File: config.mk
export PLATFORM = sky130hd
export DESIGN_NAME = obj_wr_scheduler_flat
export DESIGN_NICKNAME = d
export VERILOG_FILES = /design/src/rtl/obj_sched_pkg.sv /design/src/rtl/obj_wr_scheduler_if.sv /design/src/rtl/rr_arbiter.sv /design/src/rtl/obj_wr_scheduler.sv /design/src/flat_wrapper.sv
export SDC_FILE = /design/constraint.sdc
export NUM_CORES = 1
export LEC_CHECK = 0
export CORE_ASPECT_RATIO = 0.6
export CORE_MARGIN = 10
export CORE_UTILIZATION = 45
export DETAILED_ROUTE_END_ITERATION = 7
export GPL_TIMING_DRIVEN = 0
export PLACE_DENSITY = 0.84
export SYNTH_ARGS = -nofsm -noshare
export SYNTH_HDL_FRONTEND = slang
export SYNTH_SLANG_ARGS = --single-unit
File: constraint.sdc
create_clock -name clk -period 3.1 [get_ports clk]
set_clock_uncertainty 0.2 [all_clocks]
set_input_delay 0.93 -clock clk [delete_from_list [all_inputs] [get_ports clk]]
set_output_delay 0.93 -clock clk [all_outputs]
set_load 0.01 [all_outputs]
File: src/rtl/obj_sched_pkg.sv
// -----------------------------------------------------------------------------
// obj_sched_pkg
// Shared definitions for the object-RAM write scheduler: default object-RAM
// widths, default requester count and FIFO depth, the scheduler FSM state type
// and a width helper for occupancy counters.
// No ports (package).
// -----------------------------------------------------------------------------
package obj_sched_pkg;

  localparam int OBJ_ADDR_W  = 3;
  localparam int OBJ_DATA_W  = 13;
  localparam int OBJ_NUM_REQ = 3;
  localparam int OBJ_DEPTH   = 4;

  typedef enum logic [0:0] {
    WAIT_VB = 1'b0,
    DRAIN   = 1'b1
  } sched_state_e;

  // Occupancy counter width: must represent 0..depth inclusive.
  function automatic int occ_w(input int depth);
    return $clog2(depth + 1);
  endfunction

endpackage

File: src/rtl/obj_wr_scheduler_if.sv
// -----------------------------------------------------------------------------
// obj_wr_scheduler_if
// Groups the requester handshake bus and the object-RAM write bus.
//   iReq_valid / iReq_addr / iReq_data : packed per-requester requests
//   oReq_ack                           : one-hot accept strobe
//   oObjRam_addr / oObjRam_data / oObjRam_we : registered RAM write port
// Modports: master = game-logic / RAM side, slave = scheduler side.
// -----------------------------------------------------------------------------
interface obj_wr_scheduler_if
  import obj_sched_pkg::*;
#(
  parameter int NUM_REQ = OBJ_NUM_REQ,
  parameter int ADDR_W  = OBJ_ADDR_W,
  parameter int DATA_W  = OBJ_DATA_W
);
  logic [NUM_REQ-1:0]        iReq_valid;
  logic [NUM_REQ*ADDR_W-1:0] iReq_addr;
  logic [NUM_REQ*DATA_W-1:0] iReq_data;
  logic [NUM_REQ-1:0]        oReq_ack;
  logic [ADDR_W-1:0]         oObjRam_addr;
  logic [DATA_W-1:0]         oObjRam_data;
  logic                      oObjRam_we;

  modport master (
    output iReq_valid, iReq_addr, iReq_data,
    input  oReq_ack, oObjRam_addr, oObjRam_data, oObjRam_we
  );

  modport slave (
    input  iReq_valid, iReq_addr, iReq_data,
    output oReq_ack, oObjRam_addr, oObjRam_data, oObjRam_we
  );
endinterface

File: src/rtl/rr_arbiter.sv
// -----------------------------------------------------------------------------
// rr_arbiter
// Round-robin arbiter: grants the first active request at or above the
// pointer (wrapping). The pointer moves past the winner only when the grant
// is actually accepted downstream.
//   clk, reset : clock, async active-high reset (pointer -> 0)
//   i_req      : request vector
//   i_accept   : grant consumed this cycle
//   o_grant    : one-hot grant (raw, before acceptance)
//   o_idx      : binary index of the granted requester
//   o_valid    : a grant exists
// -----------------------------------------------------------------------------
module rr_arbiter #(
  parameter  int NUM_REQ = 3,
  localparam int IDX_W   = $clog2(NUM_REQ)
) (
  input  logic               clk,
  input  logic               reset,
  input  logic [NUM_REQ-1:0] i_req,
  input  logic               i_accept,
  output logic [NUM_REQ-1:0] o_grant,
  output logic [IDX_W-1:0]   o_idx,
  output logic               o_valid
);
  logic [IDX_W-1:0] r_ptr;
  logic [IDX_W:0]   w_sum;
  logic [IDX_W-1:0] w_cand;

  // Search from the pointer upward with wrap; first hit wins.
  always_comb begin
    o_grant = '0;
    o_idx   = '0;
    o_valid = 1'b0;
    w_sum   = '0;
    w_cand  = '0;
    for (int k = 0; k < NUM_REQ; k++) begin
      w_sum = {1'b0, r_ptr} + (IDX_W+1)'(k);
      if (w_sum >= (IDX_W+1)'(NUM_REQ)) begin
        w_sum = w_sum - (IDX_W+1)'(NUM_REQ);
      end else begin
        w_sum = w_sum;
      end
      w_cand = w_sum[IDX_W-1:0];
      if (!o_valid && i_req[w_cand]) begin
        o_valid         = 1'b1;
        o_idx           = w_cand;
        o_grant[w_cand] = 1'b1;
      end else begin
        o_valid = o_valid;
      end
    end
  end

  // Pointer advances to winner+1 (mod NUM_REQ) on an accepted grant.
  always_ff @(posedge clk or posedge reset) begin
    if (reset) begin
      r_ptr <= '0;
    end else if (o_valid && i_accept) begin
      r_ptr <= (o_idx == IDX_W'(NUM_REQ - 1)) ? '0 : o_idx + 1'b1;
    end else begin
      r_ptr <= r_ptr;
    end
  end
endmodule

File: src/rtl/obj_wr_scheduler.sv
// -----------------------------------------------------------------------------
// obj_wr_scheduler
// Arbitrates object-RAM writes from NUM_REQ requesters into a DEPTH-entry
// FIFO and drains the FIFO only inside the vertical-sync window, one write
// per cycle, so sprites never tear. Also emits a per-frame tick.
//   clk, reset   : CLK_25, async active-high reset
//   iVS          : vertical sync, active low
//   bus (slave)  : request handshake + registered object-RAM write port
//   oFrame_tick  : one-cycle pulse, one cycle after the iVS falling edge
//   oPending     : FIFO occupancy
// Optional build macro OBJWR_COALESCE_EN: a request whose address matches a
// queued (not currently popping) entry overwrites that entry's data instead
// of taking a new slot, and is accepted even when the FIFO is full.
// -----------------------------------------------------------------------------
module obj_wr_scheduler
  import obj_sched_pkg::*;
#(
  parameter int NUM_REQ = OBJ_NUM_REQ,
  parameter int ADDR_W  = OBJ_ADDR_W,
  parameter int DATA_W  = OBJ_DATA_W,
  parameter int DEPTH   = OBJ_DEPTH
) (
  input  logic                        clk,
  input  logic                        reset,
  input  logic                        iVS,
  obj_wr_scheduler_if.slave           bus,
  output logic                        oFrame_tick,
  output logic [occ_w(DEPTH)-1:0]     oPending
);
  localparam int PTR_W = $clog2(DEPTH);
  localparam int CNT_W = occ_w(DEPTH);
  localparam int IDX_W = $clog2(NUM_REQ);
  localparam logic [CNT_W-1:0] FULL_CNT = CNT_W'(DEPTH);

  logic [ADDR_W-1:0] r_mem_addr [DEPTH];
  logic [DATA_W-1:0] r_mem_data [DEPTH];
  logic [PTR_W-1:0]  r_rd_ptr, r_wr_ptr;
  logic [CNT_W-1:0]  r_count;
  logic              r_vs_d, r_frame_tick, r_we;
  logic [ADDR_W-1:0] r_addr;
  logic [DATA_W-1:0] r_data;
  sched_state_e      r_state, w_state_nxt;

  logic [NUM_REQ-1:0] w_grant;
  logic [IDX_W-1:0]   w_grant_idx;
  logic               w_grant_vld;
  logic [ADDR_W-1:0]  w_req_addr;
  logic [DATA_W-1:0]  w_req_data;
  logic               w_vb_start, w_pop, w_push, w_accept, w_hit;
`ifdef OBJWR_COALESCE_EN
  logic [PTR_W-1:0]   w_slot, w_hit_ptr;
`endif

  rr_arbiter #(.NUM_REQ(NUM_REQ)) u_arb (
    .clk      (clk),
    .reset    (reset),
    .i_req    (bus.iReq_valid),
    .i_accept (w_accept),
    .o_grant  (w_grant),
    .o_idx    (w_grant_idx),
    .o_valid  (w_grant_vld)
  );

  assign w_vb_start = r_vs_d & ~iVS;
  assign w_req_addr = bus.iReq_addr[int'(w_grant_idx)*ADDR_W +: ADDR_W];
  assign w_req_data = bus.iReq_data[int'(w_grant_idx)*DATA_W +: DATA_W];
  // Pop decision is made only inside the sync window with data available.
  assign w_pop      = (r_state == DRAIN) & ~iVS & (r_count != '0);

  // Address match against queued entries; the entry leaving this cycle is skipped.
  always_comb begin
    w_hit = 1'b0;
`ifdef OBJWR_COALESCE_EN
    w_slot    = '0;
    w_hit_ptr = '0;
    for (int j = 0; j < DEPTH; j++) begin
      w_slot = r_rd_ptr + PTR_W'(j);
      if (!w_hit && (CNT_W'(j) < r_count) && !(j == 0 && w_pop) &&
          (r_mem_addr[w_slot] == w_req_addr)) begin
        w_hit     = 1'b1;
        w_hit_ptr = w_slot;
      end else begin
        w_hit = w_hit;
      end
    end
`endif
  end

  // A full FIFO still accepts when a slot frees up this same cycle.
  assign w_accept     = w_grant_vld & (w_hit | (r_count != FULL_CNT) | w_pop);
  assign w_push       = w_accept & ~w_hit;
  assign bus.oReq_ack = w_grant & {NUM_REQ{w_accept}};

  // Next-state logic: stay in DRAIN while sync is low and work remains or arrives.
  always_comb begin
    w_state_nxt = r_state;
    case (r_state)
      WAIT_VB: begin
        if (w_vb_start) w_state_nxt = DRAIN;
        else            w_state_nxt = WAIT_VB;
      end
      DRAIN: begin
        if (iVS || (r_count == '0 && !w_push)) w_state_nxt = WAIT_VB;
        else                                   w_state_nxt = DRAIN;
      end
      default: w_state_nxt = WAIT_VB;
    endcase
  end

  // FSM state, vsync edge history and frame tick.
  always_ff @(posedge clk or posedge reset) begin
    if (reset) begin
      r_state      <= WAIT_VB;
      r_vs_d       <= 1'b1;
      r_frame_tick <= 1'b0;
    end else begin
      r_state      <= w_state_nxt;
      r_vs_d       <= iVS;
      r_frame_tick <= w_vb_start;
    end
  end

  // FIFO storage; no reset needed since only counted entries are ever read.
  always_ff @(posedge clk) begin
    if (w_push) begin
      r_mem_addr[r_wr_ptr] <= w_req_addr;
      r_mem_data[r_wr_ptr] <= w_req_data;
    end
`ifdef OBJWR_COALESCE_EN
    else if (w_accept) begin
      r_mem_data[w_hit_ptr] <= w_req_data;
    end
`endif
  end

  // FIFO pointers and occupancy.
  always_ff @(posedge clk or posedge reset) begin
    if (reset) begin
      r_rd_ptr <= '0;
      r_wr_ptr <= '0;
      r_count  <= '0;
    end else begin
      if (w_push) r_wr_ptr <= r_wr_ptr + 1'b1;
      else        r_wr_ptr <= r_wr_ptr;
      if (w_pop)  r_rd_ptr <= r_rd_ptr + 1'b1;
      else        r_rd_ptr <= r_rd_ptr;
      case ({w_push, w_pop})
        2'b10:   r_count <= r_count + 1'b1;
        2'b01:   r_count <= r_count - 1'b1;
        default: r_count <= r_count;
      endcase
    end
  end

  // Registered RAM write port; addr/data hold after the last write.
  always_ff @(posedge clk or posedge reset) begin
    if (reset) begin
      r_we   <= 1'b0;
      r_addr <= '0;
      r_data <= '0;
    end else if (w_pop) begin
      r_we   <= 1'b1;
      r_addr <= r_mem_addr[r_rd_ptr];
      r_data <= r_mem_data[r_rd_ptr];
    end else begin
      r_we   <= 1'b0;
      r_addr <= r_addr;
      r_data <= r_data;
    end
  end

  assign bus.oObjRam_we   = r_we;
  assign bus.oObjRam_addr = r_addr;
  assign bus.oObjRam_data = r_data;
  assign oFrame_tick      = r_frame_tick;
  assign oPending         = r_count;
endmodule
File: src/flat_wrapper.sv
// flat-port wrapper written by rule: the top's interface ports become plain ports
module obj_wr_scheduler_flat import obj_sched_pkg::*;
#(
  parameter int NUM_REQ = OBJ_NUM_REQ,
  parameter int ADDR_W  = OBJ_ADDR_W,
  parameter int DATA_W  = OBJ_DATA_W,
  parameter int DEPTH   = OBJ_DEPTH
)
  (clk, reset, iVS, oFrame_tick, oPending, bus_iReq_valid, bus_iReq_addr, bus_iReq_data, bus_oReq_ack, bus_oObjRam_addr, bus_oObjRam_data, bus_oObjRam_we);
  obj_wr_scheduler_if #(.NUM_REQ(NUM_REQ), .ADDR_W(ADDR_W), .DATA_W(DATA_W)) bus_i ();
  input  logic clk;
  input  logic reset;
  input  logic iVS;
  output logic oFrame_tick;
  output logic [occ_w(DEPTH)-1:0] oPending;
  input wire logic [$bits(bus_i.iReq_valid)-1:0] bus_iReq_valid;
  input wire logic [$bits(bus_i.iReq_addr)-1:0] bus_iReq_addr;
  input wire logic [$bits(bus_i.iReq_data)-1:0] bus_iReq_data;
  output wire logic [$bits(bus_i.oReq_ack)-1:0] bus_oReq_ack;
  output wire logic [$bits(bus_i.oObjRam_addr)-1:0] bus_oObjRam_addr;
  output wire logic [$bits(bus_i.oObjRam_data)-1:0] bus_oObjRam_data;
  output wire logic [$bits(bus_i.oObjRam_we)-1:0] bus_oObjRam_we;
  assign bus_i.iReq_valid = bus_iReq_valid;
  assign bus_i.iReq_addr = bus_iReq_addr;
  assign bus_i.iReq_data = bus_iReq_data;
  assign bus_oReq_ack = bus_i.oReq_ack;
  assign bus_oObjRam_addr = bus_i.oObjRam_addr;
  assign bus_oObjRam_data = bus_i.oObjRam_data;
  assign bus_oObjRam_we = bus_i.oObjRam_we;
  obj_wr_scheduler #(.NUM_REQ(NUM_REQ), .ADDR_W(ADDR_W), .DATA_W(DATA_W), .DEPTH(DEPTH)) u_core (.clk(clk), .reset(reset), .iVS(iVS), .bus(bus_i), .oFrame_tick(oFrame_tick), .oPending(oPending));
endmodule
## After elaboration in Yosys (flattened, before gate mapping)

Memories as Yosys holds them, arrays and structs flattened. A register that Yosys moved wholly into a read port is not among the register bits.
Cells that the tools add are included.

| word-level totals | value |
|---|---|
| bits in registers | 13 |
| memory bits (writable) | 64 |
| bits of input ports | 54 |
| output and inout port bits | 24 |
| logic and storage cells | 93 |
| memories | 2 |

| operators by class | value |
|---|---|
| add/sub/neg operators | 10 |
| multipliers | 2 |
| $lt $le $gt $ge | 9 |
| equality and inequality tests | 4 |
| shifts and indexed selects | 2 |
| multiplexer cells | 32 |
| bitwise operators | 10 |
| reductions and logical operators | 14 |

Memories:

| name | words | bits a word | rd ports | clocked after Yosys merged registers in | wr ports | RTL line | RTL |
|---|---|---|---|---|---|---|---|
| u_core.r_mem_data | 4 | 13 | 1 | 1 | 1 | obj_wr_scheduler.sv:36 | `logic [DATA_W-1:0] r_mem_data [DEPTH];` |
| u_core.r_mem_addr | 4 | 3 | 1 | 1 | 1 | obj_wr_scheduler.sv:35 | `logic [ADDR_W-1:0] r_mem_addr [DEPTH];` |

Operators with widths:

| operator | number |
|---|---|
| variable part select 39 x 32 -> 13 bit | 1 |
| variable part select 9 x 32 -> 3 bit | 1 |
| two-way mux 1 bit | 14 |
| two-way mux 2 bit | 7 |
| < comparator 2 x 3 -> 1 bit (second input constant) | 3 |
| two-way mux 3 bit | 3 |
| logical AND 1 bit | 7 |
| adder 2 x 1 -> 2 bit (second input constant) | 3 |
| binary-select mux 1 bit (select 2 bit) | 3 |
| demux 1 bit (select 2 bit) | 3 |
| >= comparator 2 x 1 -> 1 bit (second input constant) | 3 |
| >= comparator 3 x 2 -> 1 bit (second input constant) | 2 |
| multiplier 2 x 4 -> 6 bit (second input constant) | 1 |
| OR 3 bit | 2 |
| one-hot mux 3 bit (2 select lines) | 1 |
| subtractor 2 bit (second input constant) | 3 |
| AND 1 bit | 4 |
| equality test 2 bit (second input constant) | 2 |
| multiplier 2 x 2 -> 4 bit (second input constant) | 1 |
| adder 2 x 1 -> 3 bit (second input constant) | 1 |
| adder 2 x 2 -> 3 bit (second input constant) | 1 |
| adder 3 x 1 -> 3 bit (second input constant) | 1 |
| AND 3 bit | 1 |
| zero test 1 bit | 3 |
| other kinds (11) | 12 |

## Depth between registers and ports, before layout

Gate-level depths: netlist of the first run.

| logic depth | value |
|---|---|
| word-level depth | 17 |
| depth in mapped cells | 15 |
| gate-level depth less buffers | 13 |

## By module

Synthesis of the first run repeated with hierarchy kept, for this count alone.

| unflattened totals | value |
|---|---|
| cell total of the unflattened synthesis | 291 |
| area total of the unflattened synthesis | 4331.7 sq um |

Modules (own cells, without submodules):

| module | instances | cells each | area an instance (sq um) | seq. area each (sq um) |
|---|---|---|---|---|
| obj_wr_scheduler | 1 | 239 | 3921.3 | 2598.7 |
| rr_arbiter | 1 | 52 | 410.4 | 50.0 |

## Worst setup path after synthesis of the first run

No wires, ideal clock.

| timing | value |
|---|---|
| path type | input port to flip-flop |
| from | input port bus_iReq_valid[0] |
| to | register u_core.r_count[2] (netlist: u_core.oPending[2]) |
| setup time | 0.079 ns |
| arrival | 2.991 ns |
| data required time | 2.821 ns |
| path slack | -0.171 ns |
| cell stages on the path | 12 |
| buffers on the path | 1 |
| cells stage by stage | mux2_4 -> mux2i_4 -> nor3b_1 -> a31oi_1 -> buf_2 -> inv_1 -> ha_1 -> inv_1 -> fa_1 -> xor2_1 -> nor2_1 -> xor2_1 |

| between the ends | value |
|---|---|
| longest elaborated chain between the ends | 12 |
| elaborated cells between the ends (all ways) | 18 |
| classes of those cells | eq/ne: 2; mux: 10; bitwise: 1; reduce/logical: 5 |

Ends and longest elaborated chain:

| what | RTL line | RTL |
|---|---|---|
| from (decl) | flat_wrapper.sv:16 | `input wire logic [$bits(bus_i.iReq_valid)-1:0] bus_iReq_valid;` |
| binary-select mux 1 bit (select 2 bit) | rr_arbiter.sv:44 | `if (!o_valid && i_req[w_cand]) begin` |
| two-way mux 1 bit (not written as such) | rr_arbiter.sv:44 |  |
| two-way mux 1 bit | rr_arbiter.sv:44 |  |
| zero test 1 bit | rr_arbiter.sv:44 |  |
| logical AND 1 bit | rr_arbiter.sv:44 |  |
| two-way mux 1 bit | rr_arbiter.sv:44 |  |
| zero test 1 bit | rr_arbiter.sv:44 |  |
| logical AND 1 bit | rr_arbiter.sv:44 |  |
| two-way mux 1 bit * | rr_arbiter.sv:44 |  |
| AND 1 bit * | obj_wr_scheduler.sv:90 | `assign w_accept = w_grant_vld & (w_hit \| (r_count != FULL_CNT) \| w_pop);` |
| equality test 2 x 1 -> 1 bit or equality test 2 bit (tied branches) | obj_wr_scheduler.sv:147 | `case ({w_push, w_pop})` |
| one-hot mux 3 bit (2 select lines) or nonzero test 2 bit (tied branches) | - |  |
| to (signal assigned) | obj_wr_scheduler.sv:148 | `2'b10: r_count <= r_count + 1'b1;` |
| to (signal assigned) | obj_wr_scheduler.sv:149 | `2'b01: r_count <= r_count - 1'b1;` |
| to (signal assigned) | obj_wr_scheduler.sv:150 | `default: r_count <= r_count;` |
| to (decl) | obj_wr_scheduler.sv:38 | `logic [CNT_W-1:0] r_count;` |

Every way passes the cells marked *; elsewhere a longest branch is shown, timed or not. The select of a mux whose other input is x is not followed.
A chain may end at the register's enable or synchronous reset.

## Worst setup path in the final report of the first run

| timing | value |
|---|---|
| from | input port bus_iReq_valid[0] |
| to | output port bus_oReq_ack[0] |

| between the ends | value |
|---|---|
| longest elaborated chain between the ends | 11 |
| elaborated cells between the ends (all ways) | 20 |
| classes of those cells | mux: 12; bitwise: 4; reduce/logical: 4 |

Ends and longest elaborated chain:

| what | RTL line | RTL |
|---|---|---|
| binary-select mux 1 bit (select 2 bit) | rr_arbiter.sv:44 |  |
| two-way mux 1 bit (not written as such) | rr_arbiter.sv:44 |  |
| two-way mux 1 bit | rr_arbiter.sv:44 |  |
| zero test 1 bit | rr_arbiter.sv:44 |  |
| logical AND 1 bit | rr_arbiter.sv:44 |  |
| two-way mux 1 bit | rr_arbiter.sv:44 |  |
| zero test 1 bit | rr_arbiter.sv:44 |  |
| logical AND 1 bit | rr_arbiter.sv:44 |  |
| two-way mux 1 bit | rr_arbiter.sv:44 |  |
| AND 1 bit | obj_wr_scheduler.sv:90 |  |
| AND 3 bit * | obj_wr_scheduler.sv:92 | `assign bus.oReq_ack = w_grant & {NUM_REQ{w_accept}};` |
| to (decl) | flat_wrapper.sv:19 | `output wire logic [$bits(bus_i.oReq_ack)-1:0] bus_oReq_ack;` |

Marks and branches as above.

==> results.sh, run 1 <==
export IMPL_run_status="finished, violations left"
export IMPL_failed_checks="negative setup slack"
export IMPL_synth_largest_area_cell="sky130_fd_sc_hd__edfxtp_1"
export IMPL_globalRoute_totalOverflow=0
export IMPL_placedCellCount=432
export IMPL_max_cap_violations=0
export IMPL_worst_path_clk_slew_ns=0.06
export IMPL_synth_seq_cells=93
export IMPL_critical_path_top_delay_family="multiplexers"
export IMPL_worstHoldEndpoint="u_core.bus.oObjRam_data[1]"
export IMPL_total_leakage_power_uw=0.002082
export IMPL_rr_endpoint="u_core.oPending[2]"
export IMPL_syn_area_sq_mm=0.004131
export IMPL_h_tree_depth=3
export IMPL_initial_core_utilization=0.4739
export IMPL_routed_wire_length_per_instance_microns=21.57
export IMPL_timing_rr_start="u_core.u_arb.r_ptr[1]"
export IMPL_synth_top_cells_by_area="sky130_fd_sc_hd__edfxtp_1 47%, sky130_fd_sc_hd__dfrtp_1 17%, sky130_fd_sc_hd__mux4_2 8.7%"
export IMPL_postPlaceCellArea_sq_mm=0.005057
export IMPL_gp_congestion=0.7922
export IMPL_grt_pass1_wl_mm=15.56
export IMPL_layout_cell_share_with_drive_strength_beyond_1=0.3247
export IMPL_place_hpwl_mm=6.874
export IMPL_max_slew_margin_rel=0.5505
export IMPL_timing_hold_worst_class="reg -> reg"
export IMPL_register_to_register_path_depth=14
export IMPL_die_height_microns=94.22
export IMPL_postLayoutCellArea_sq_mm=0.005577
export IMPL_synth_lib_cells_used_distinct=42
export IMPL_async_flop_share=0.3118
export IMPL_preCtsSetupSlack_ns=-1.313
export IMPL_chipWidth_microns=143.7
export IMPL_timing_worst_slew_pin_value_ns=0.6742
export IMPL_sequential_element_share_of_the_synthesized_area=0.6411
export IMPL_cp_slowest_cell="sky130_fd_sc_hd__nor3b_4"
export IMPL_setup_violations_final=3
export IMPL_swShare=0.3396
export IMPL_drc=0
export IMPL_cts_tree="done"
export IMPL_synthToLayoutAreaGrowth_pct=34.98
export IMPL_std_cell_rows=26
export IMPL_firstDrtPassIters=4
export IMPL_coreArea_sq_mm=0.008718
export IMPL_vias=2517
export IMPL_switchingPower_uw=2366
export IMPL_dieArea_sq_mm=0.01354
export IMPL_final_hold_violation_count=0
export IMPL_critPathMaxStageDelay_ns=0.32
export IMPL_synth_main_ff_cell="sky130_fd_sc_hd__edfxtp_1"
export IMPL_max_clock_path_buffers=2
export IMPL_port_buffers=77
export IMPL_postSynthCellCount=243
export IMPL_crit_path_cell_trace="buf_8, mux2_4, mux2i_4, nor3b_4, a31oi_4, buf_6, o211a_1, buf_6"
export IMPL_share_clk_of_total_power=0.154
export IMPL_synth_enable_flop_cells=64
export IMPL_power_share_sequential=0.366
export IMPL_rsz_0062_raised_after_global_routing="yes"
export IMPL_vdd_ir_drop_worst_mv=0.5140
export IMPL_final_cell_count_no_fill=461
export IMPL_layout_min_cycle_time_ns=3.421
export IMPL_power_density_mw_per_mm2=1249
export IMPL_worst_ep_arrival_time_ns=2.29
export IMPL_pin_count_of_the_biggest_net_entering_global_routing=30
export IMPL_post_synth_top_area_fraction=0.4652
export IMPL_most_frequent_cells_after_synthesis="64 x sky130_fd_sc_hd__edfxtp_1, 28 x sky130_fd_sc_hd__dfrtp_1, 20 x sky130_fd_sc_hd__and2_1, 20 x sky130_fd_sc_hd__mux2_2, 16 x sky130_fd_sc_hd__mux4_2"
export IMPL_synth_net_count=307
export IMPL_worst_hold_startpoint="u_core.bus.oObjRam_data[1]"
export IMPL_yosysMostFrequentCell="sky130_fd_sc_hd__edfxtp_1"
export IMPL_clk_insertion_delay_late_ns=0.34
export IMPL_number_of_antenna_violations_at_the_first_check_in_global_routing=0
export IMPL_drv_slew=0
export IMPL_reg2reg_setup_slack_ns=0.09
export IMPL_cts_buffers_inserted=9
export IMPL_worstPathMaxFanout=4
export IMPL_avgViaCountPerCell=5.460
export IMPL_drt_total_wl_mm=9.943
export IMPL_p_int_uw=4601
export IMPL_critical_path_buf_inv_count=3
export IMPL_critPathCaptureType="output port"
export IMPL_comb_power_share=0.480
export IMPL_synth_area_per_cell_sq_um=17.00
export IMPL_track_usage=0.1524
export IMPL_clock_tree_root_cell="sky130_fd_sc_hd__clkbuf_16"
export IMPL_final_core_utilization=0.6396
export IMPL_highest_attainable_clock_frequency_ghz=0.2924
export IMPL_final_period_utilization=1.103
export IMPL_grt_pass1_vias=2819
export IMPL_floorplan_io_pins=78
export IMPL_antenna_left=0
export IMPL_yosysWarnings=0
export IMPL_cp_data_required_time_ns=1.97
export IMPL_drt_iter0_markers=135
export IMPL_finalWorstSetupSlack_ns=-0.3205
export IMPL_clkSinkCount=93
export IMPL_crit_type="in -> out"
export IMPL_total_nets_final=407
export IMPL_crit_path_launch_type="input pin"
export IMPL_cpMostUsedCell="sky130_fd_sc_hd__buf_6"
export IMPL_whs_path_depth=1
stage by stage:
step	total power [uW]	hold slack [ns]	setup TNS [ns]
final	6967	0.3082	-0.9126
after CTS	6972	0.3125	-0.9377
after global routing	7357	0.3355	-1.167
after floorplan	4485	0.2957	-0.3023
after detailed placement	5616	0.2985	-87.68
after global placement	5451	0.2897	-81.74
timing repair:
action | CTS | global route
setup endpoints to repair | 119 | 72
setup buffers | 9 | 4
hold endpoints to repair | 0 | 0
hold buffers | 0 | 0
resized for setup | 56 | 6
gates cloned | 0 | 0
pin swaps | 3 | 1
metal layers:
metal	GRT usage	share of wire
met1	0.1880	0.44
met2	0.2486	0.48
met3	0.05455	0.070
met4	0.04230	0.012
met5	0	0
cells by family after synthesis:
family                   synth area share
multiplexers                       0.1605
AND/OR/NAND/NOR                   0.05693
flip-flops                         0.6411
XOR/XNOR                          0.01272
AO/OA/AOI/OAI                     0.06814
adder cells (fa/ha/maj)           0.03210
buffers and inverters             0.02846
flip-flops by register name (all words and copies together) (netlist names), 2 cells and up:
| signal | cells |
|---|---|
| u_core.r_wr_ptr | 2 |
| u_core.r_rd_ptr | 2 |
| u_core.r_mem_data | 52 |
| u_core.r_mem_addr | 12 |
| u_core.oPending | 3 |
| u_core.bus.oObjRam_addr | 3 |
| u_core.bus.oObjRam_data | 13 |
| u_core.u_arb.r_ptr | 2 |
cell usage in the layout (no fill, tap or decap), types with 2 or more instances in the layout:
cell                              instances
sky130_fd_sc_hd__inv_2                    2
sky130_fd_sc_hd__clkinvlp_4               2
sky130_fd_sc_hd__xnor2_1                  3
sky130_fd_sc_hd__buf_4                   13
sky130_fd_sc_hd__dfrtp_1                 27
sky130_fd_sc_hd__and2_2                   4
sky130_fd_sc_hd__clkinv_1                 3
sky130_fd_sc_hd__a221o_1                 10
sky130_fd_sc_hd__ha_1                     6
sky130_fd_sc_hd__buf_6                    6
sky130_fd_sc_hd__ha_4                     2
sky130_fd_sc_hd__nor2_1                   4
sky130_fd_sc_hd__edfxtp_1                64
sky130_fd_sc_hd__mux2i_4                  3
sky130_fd_sc_hd__clkdlybuf4s50_1         70
sky130_fd_sc_hd__buf_8                    2
sky130_fd_sc_hd__o211a_1                  2
sky130_fd_sc_hd__o211ai_1                 2
sky130_fd_sc_hd__buf_2                    4
sky130_fd_sc_hd__xor2_1                   3
sky130_fd_sc_hd__nand3b_1                 2
sky130_fd_sc_hd__nand2b_4                 2
sky130_fd_sc_hd__mux2_2                  20
sky130_fd_sc_hd__inv_1                    8
sky130_fd_sc_hd__and2_1                  16
sky130_fd_sc_hd__a221o_2                  6
sky130_fd_sc_hd__nand2_1                  4
sky130_fd_sc_hd__mux4_2                  16
sky130_fd_sc_hd__clkbuf_16                9
layout make-up:
class,instances,area [sq um]
antenna,1,2.502
buffer,9,67.56
clock buffer,9,225.2
clock inverter,7,66.31
fill,638,3142
inverter,12,47.55
multi-input combinational,127,1480
sequential,93,2650
tap,112,140.1
timing repair buffer,91,897.1
power by group through the flow:
| stage | registers (uW) | logic [uW] | clock network, uW |
|---|---|---|---|
| 2_1_floorplan | 2550 | 1930 | 0 |
| 6_report | 2550 | 3340 | 1070 |
| 3_5_place_dp | 2570 | 3050 | 0 |
| 5_1_grt | 2620 | 3600 | 1140 |
| 4_1_cts | 2560 | 3320 | 1090 |
| 3_3_place_gp | 2510 | 2940 | 0 |
how the worst max path moves through the flow:
stage | from | endpoint | cells after the start | slack, ns
floorplan | bus_iReq_valid[0] | bus_oReq_ack[0] | 6 | -0.09
global placement | bus_iReq_valid[0] | bus_oReq_ack[0] | 8 | -1.25
detailed placement | bus_iReq_valid[0] | bus_oReq_ack[0] | 8 | -1.31
CTS | u_core.u_arb.r_ptr[1] | bus_oReq_ack[0] | 10 | -0.36
global route | u_core.u_arb.r_ptr[1] | bus_oReq_ack[0] | 9 | -0.39
finish | bus_iReq_valid[0] | bus_oReq_ack[0] | 8 | -0.32
worst reg2reg max path, delay by kind of cell (launching register included):
family	cells	cell delay, ns
AOI/OAI and AO/OA	1	0.09
xor gates and xnor gates	2	0.31
adders and majority gates	3	0.68
buffers and inverters	4	0.35
DFF	1	0.40
muxes	2	0.47
and+or+nand+nor	2	0.44
No activity file was read; power rests on OpenSTA's default activity.
==> run 2: changes to the inputs <==
--- a/config.mk
+++ b/config.mk
@@ -10,6 +10,7 @@
 export CORE_UTILIZATION = 45
 export DETAILED_ROUTE_END_ITERATION = 7
 export GPL_TIMING_DRIVEN = 0
+export HOLD_SLACK_MARGIN = 0.12
 export PLACE_DENSITY = 0.84
 export SYNTH_ARGS = -nofsm -noshare
 export SYNTH_HDL_FRONTEND = slang
==> results of run 2 <==
Final layout, timing and power as in run 1 (identical DEF).
==> run 3: changes to the inputs <==
--- a/config.mk
+++ b/config.mk
@@ -12,6 +12,7 @@
 export GPL_TIMING_DRIVEN = 0
 export HOLD_SLACK_MARGIN = 0.12
 export PLACE_DENSITY = 0.84
+export SKIP_CTS_REPAIR_TIMING = 1
 export SYNTH_ARGS = -nofsm -noshare
 export SYNTH_HDL_FRONTEND = slang
 export SYNTH_SLANG_ARGS = --single-unit
==> results.sh, run 3 (synthesis results as in run 1) <==
export IMPL_critPathCaptureType="output port"
export IMPL_die_height_microns=94.22
export IMPL_clk_insertion_delay_late_ns=0.34
export IMPL_coreArea_sq_mm=0.008718
export IMPL_layout_commonest_cell="sky130_fd_sc_hd__clkdlybuf4s50_1"
export IMPL_routed_wire_length_per_instance_microns=21.64
export IMPL_max_clock_path_buffers=2
export IMPL_drv_slew=0
export IMPL_timing_hold_worst_class="reg -> reg"
export IMPL_place_hpwl_mm=6.874
export IMPL_swShare=0.3397
export IMPL_drt_iter0_markers=180
export IMPL_run_status="finished, violations left"
export IMPL_worst_ep_arrival_time_ns=2.42
export IMPL_power_density_mw_per_mm2=1250
export IMPL_cts_tree="done"
export IMPL_rsz_0062_raised_after_global_routing="yes"
export IMPL_grt_pass1_wl_mm=15.14
export IMPL_timing_worst_slew_pin_value_ns=0.6597
export IMPL_layout_cell_share_with_drive_strength_beyond_1=0.3218
export IMPL_worstPathMaxFanout=5
export IMPL_drc=0
export IMPL_max_slew_margin_rel=0.5602
export IMPL_h_tree_depth=3
export IMPL_failed_checks="negative setup slack"
export IMPL_total_leakage_power_uw=0.002075
export IMPL_drt_total_wl_mm=9.977
export IMPL_synthToLayoutAreaGrowth_pct=34.10
export IMPL_highest_attainable_clock_frequency_ghz=0.2818
export IMPL_power_share_sequential=0.369
export IMPL_std_cell_rows=26
export IMPL_final_period_utilization=1.145
export IMPL_preCtsSetupSlack_ns=-1.313
export IMPL_worst_path_clk_slew_ns=0.06
export IMPL_crit_type="reg -> out"
export IMPL_layout_min_cycle_time_ns=3.549
export IMPL_vias=2509
export IMPL_switchingPower_uw=2352
export IMPL_antenna_left=0
export IMPL_clock_tree_root_cell="sky130_fd_sc_hd__clkbuf_16"
export IMPL_largest_register="u_core.r_mem_data"
export IMPL_final_core_utilization=0.6355
export IMPL_fillers=647
export IMPL_cp_data_required_time_ns=1.97
export IMPL_final_hold_violation_count=0
export IMPL_clkSinkCount=93
export IMPL_firstDrtPassIters=4
export IMPL_total_nets_final=407
export IMPL_chipWidth_microns=143.7
export IMPL_pin_count_of_the_biggest_net_entering_global_routing=30
export IMPL_finalWorstSetupSlack_ns=-0.4491
export IMPL_max_cap_violations=0
export IMPL_gp_congestion=0.7922
export IMPL_number_of_antenna_violations_at_the_first_check_in_global_routing=0
export IMPL_flip_flop_count_of_the_largest_register_all_copies_and_words_added=52
export IMPL_floorplan_io_pins=78
export IMPL_cts_buffers_inserted=9
export IMPL_share_clk_of_total_power=0.154
export IMPL_globalRoute_totalOverflow=0
export IMPL_multi_input_area_sq_mm=0.001459
export IMPL_regArea_sq_mm=0.002651
export IMPL_p_int_uw=4571
export IMPL_grt_pass1_vias=2759
export IMPL_dieArea_sq_mm=0.01354
export IMPL_initial_core_utilization=0.4739
export IMPL_setup_violations_final=4
export IMPL_avgViaCountPerCell=5.443
export IMPL_most_common_layout_cells="71 x sky130_fd_sc_hd__clkdlybuf4s50_1, 64 x sky130_fd_sc_hd__edfxtp_1, 26 x sky130_fd_sc_hd__dfrtp_1, 20 x sky130_fd_sc_hd__mux2_2"
export IMPL_track_usage=0.1481
export IMPL_vdd_ir_drop_worst_mv=0.4745
export IMPL_crit_path_launch_type="flop"
export IMPL_port_buffers=77
export IMPL_reg2reg_setup_slack_ns=-0.05
export IMPL_comb_power_share=0.477
==> run 3: cell types whose count changed in the layout (fill, tap and decap cells not counted), moves of 2 or more <==
cell	previous run	this run
sky130_fd_sc_hd__clkbuf_2	1	5
sky130_fd_sc_hd__buf_2	4	2
sky130_fd_sc_hd__buf_6	6	4
sky130_fd_sc_hd__nand2b_4	2	0
==> run 3: power by group through the flow <==
stage                     Sequential [uW]  Clock [uW]  Combinational, uW
final                                2560        1070               3300
after global routing                 2620        1140               3560
after CTS                            2550        1090               3070
after detailed placement             2570           0               3050
after global placement               2510           0               2940
after floorplan                      2550           0               1930
==> run 3: worst paths after layout <==
kind                                       startpoint                    endpoint  cells past startpoint
max                             u_core.u_arb.r_ptr[1]             bus_oReq_ack[0]                     10
min                        u_core.bus.oObjRam_data[1]  u_core.bus.oObjRam_data[1]                      1
min reg2reg                u_core.bus.oObjRam_data[1]  u_core.bus.oObjRam_data[1]                      1
max in group asynchronous                       reset       u_core.u_arb.r_ptr[0]                      3
max reg2reg                     u_core.u_arb.r_ptr[1]          u_core.oPending[2]                     15
min in group asynchronous                       reset  u_core.bus.oObjRam_data[3]                      2
==> run 3: worst max-delay path: stages (launching register included) <==
cell                      delay (ns)
sky130_fd_sc_hd__dfrtp_2        0.44
sky130_fd_sc_hd__inv_2          0.09
sky130_fd_sc_hd__ha_4           0.14
sky130_fd_sc_hd__buf_4          0.12
sky130_fd_sc_hd__mux2i_1        0.31
sky130_fd_sc_hd__o21ai_2        0.17
sky130_fd_sc_hd__nor3b_4        0.30
sky130_fd_sc_hd__a31oi_4        0.08
sky130_fd_sc_hd__buf_6          0.16
sky130_fd_sc_hd__o211a_1        0.13
sky130_fd_sc_hd__buf_6          0.12
==> run 3: layout make-up <==
cell class                      count  share of cell area
Clock inverter                      7             0.01197
Multi-Input combinational cell    127              0.2633
Clock buffer                        9             0.04065
Timing Repair Buffer               90              0.1574
Antenna cell                        1           0.0004517
Sequential cell                    93              0.4785
Buffer                             10             0.01423
Tap cell                          112             0.02529
Inverter                           12            0.008130
==> run 3: stage by stage <==
step | hold slack (ns) | TNS [ns] | instance area [sq um] | total power, uW | cells
floorplan | 0.2957 | -0.3023 | 4146 | 4485 | 243
detailed placement | 0.2985 | -87.68 | 5057 | 5616 | 432
CTS | 0.3125 | -40.26 | 5349 | 6709 | 448
global placement | 0.2897 | -81.74 | 5057 | 5451 | 432
global route | 0.3355 | -1.721 | 5538 | 7320 | 460
finish | 0.3083 | -1.339 | 5540 | 6923 | 461
==> run 3: per-layer routing <==
layer	track usage	vias to the layer above	part of all wire
li1	-	1138	-
met1	0.1850	1297	0.44
met2	0.2370	66	0.49
met3	0.05455	8	0.064
met4	0.04230	0	0.010
met5	0	-	0
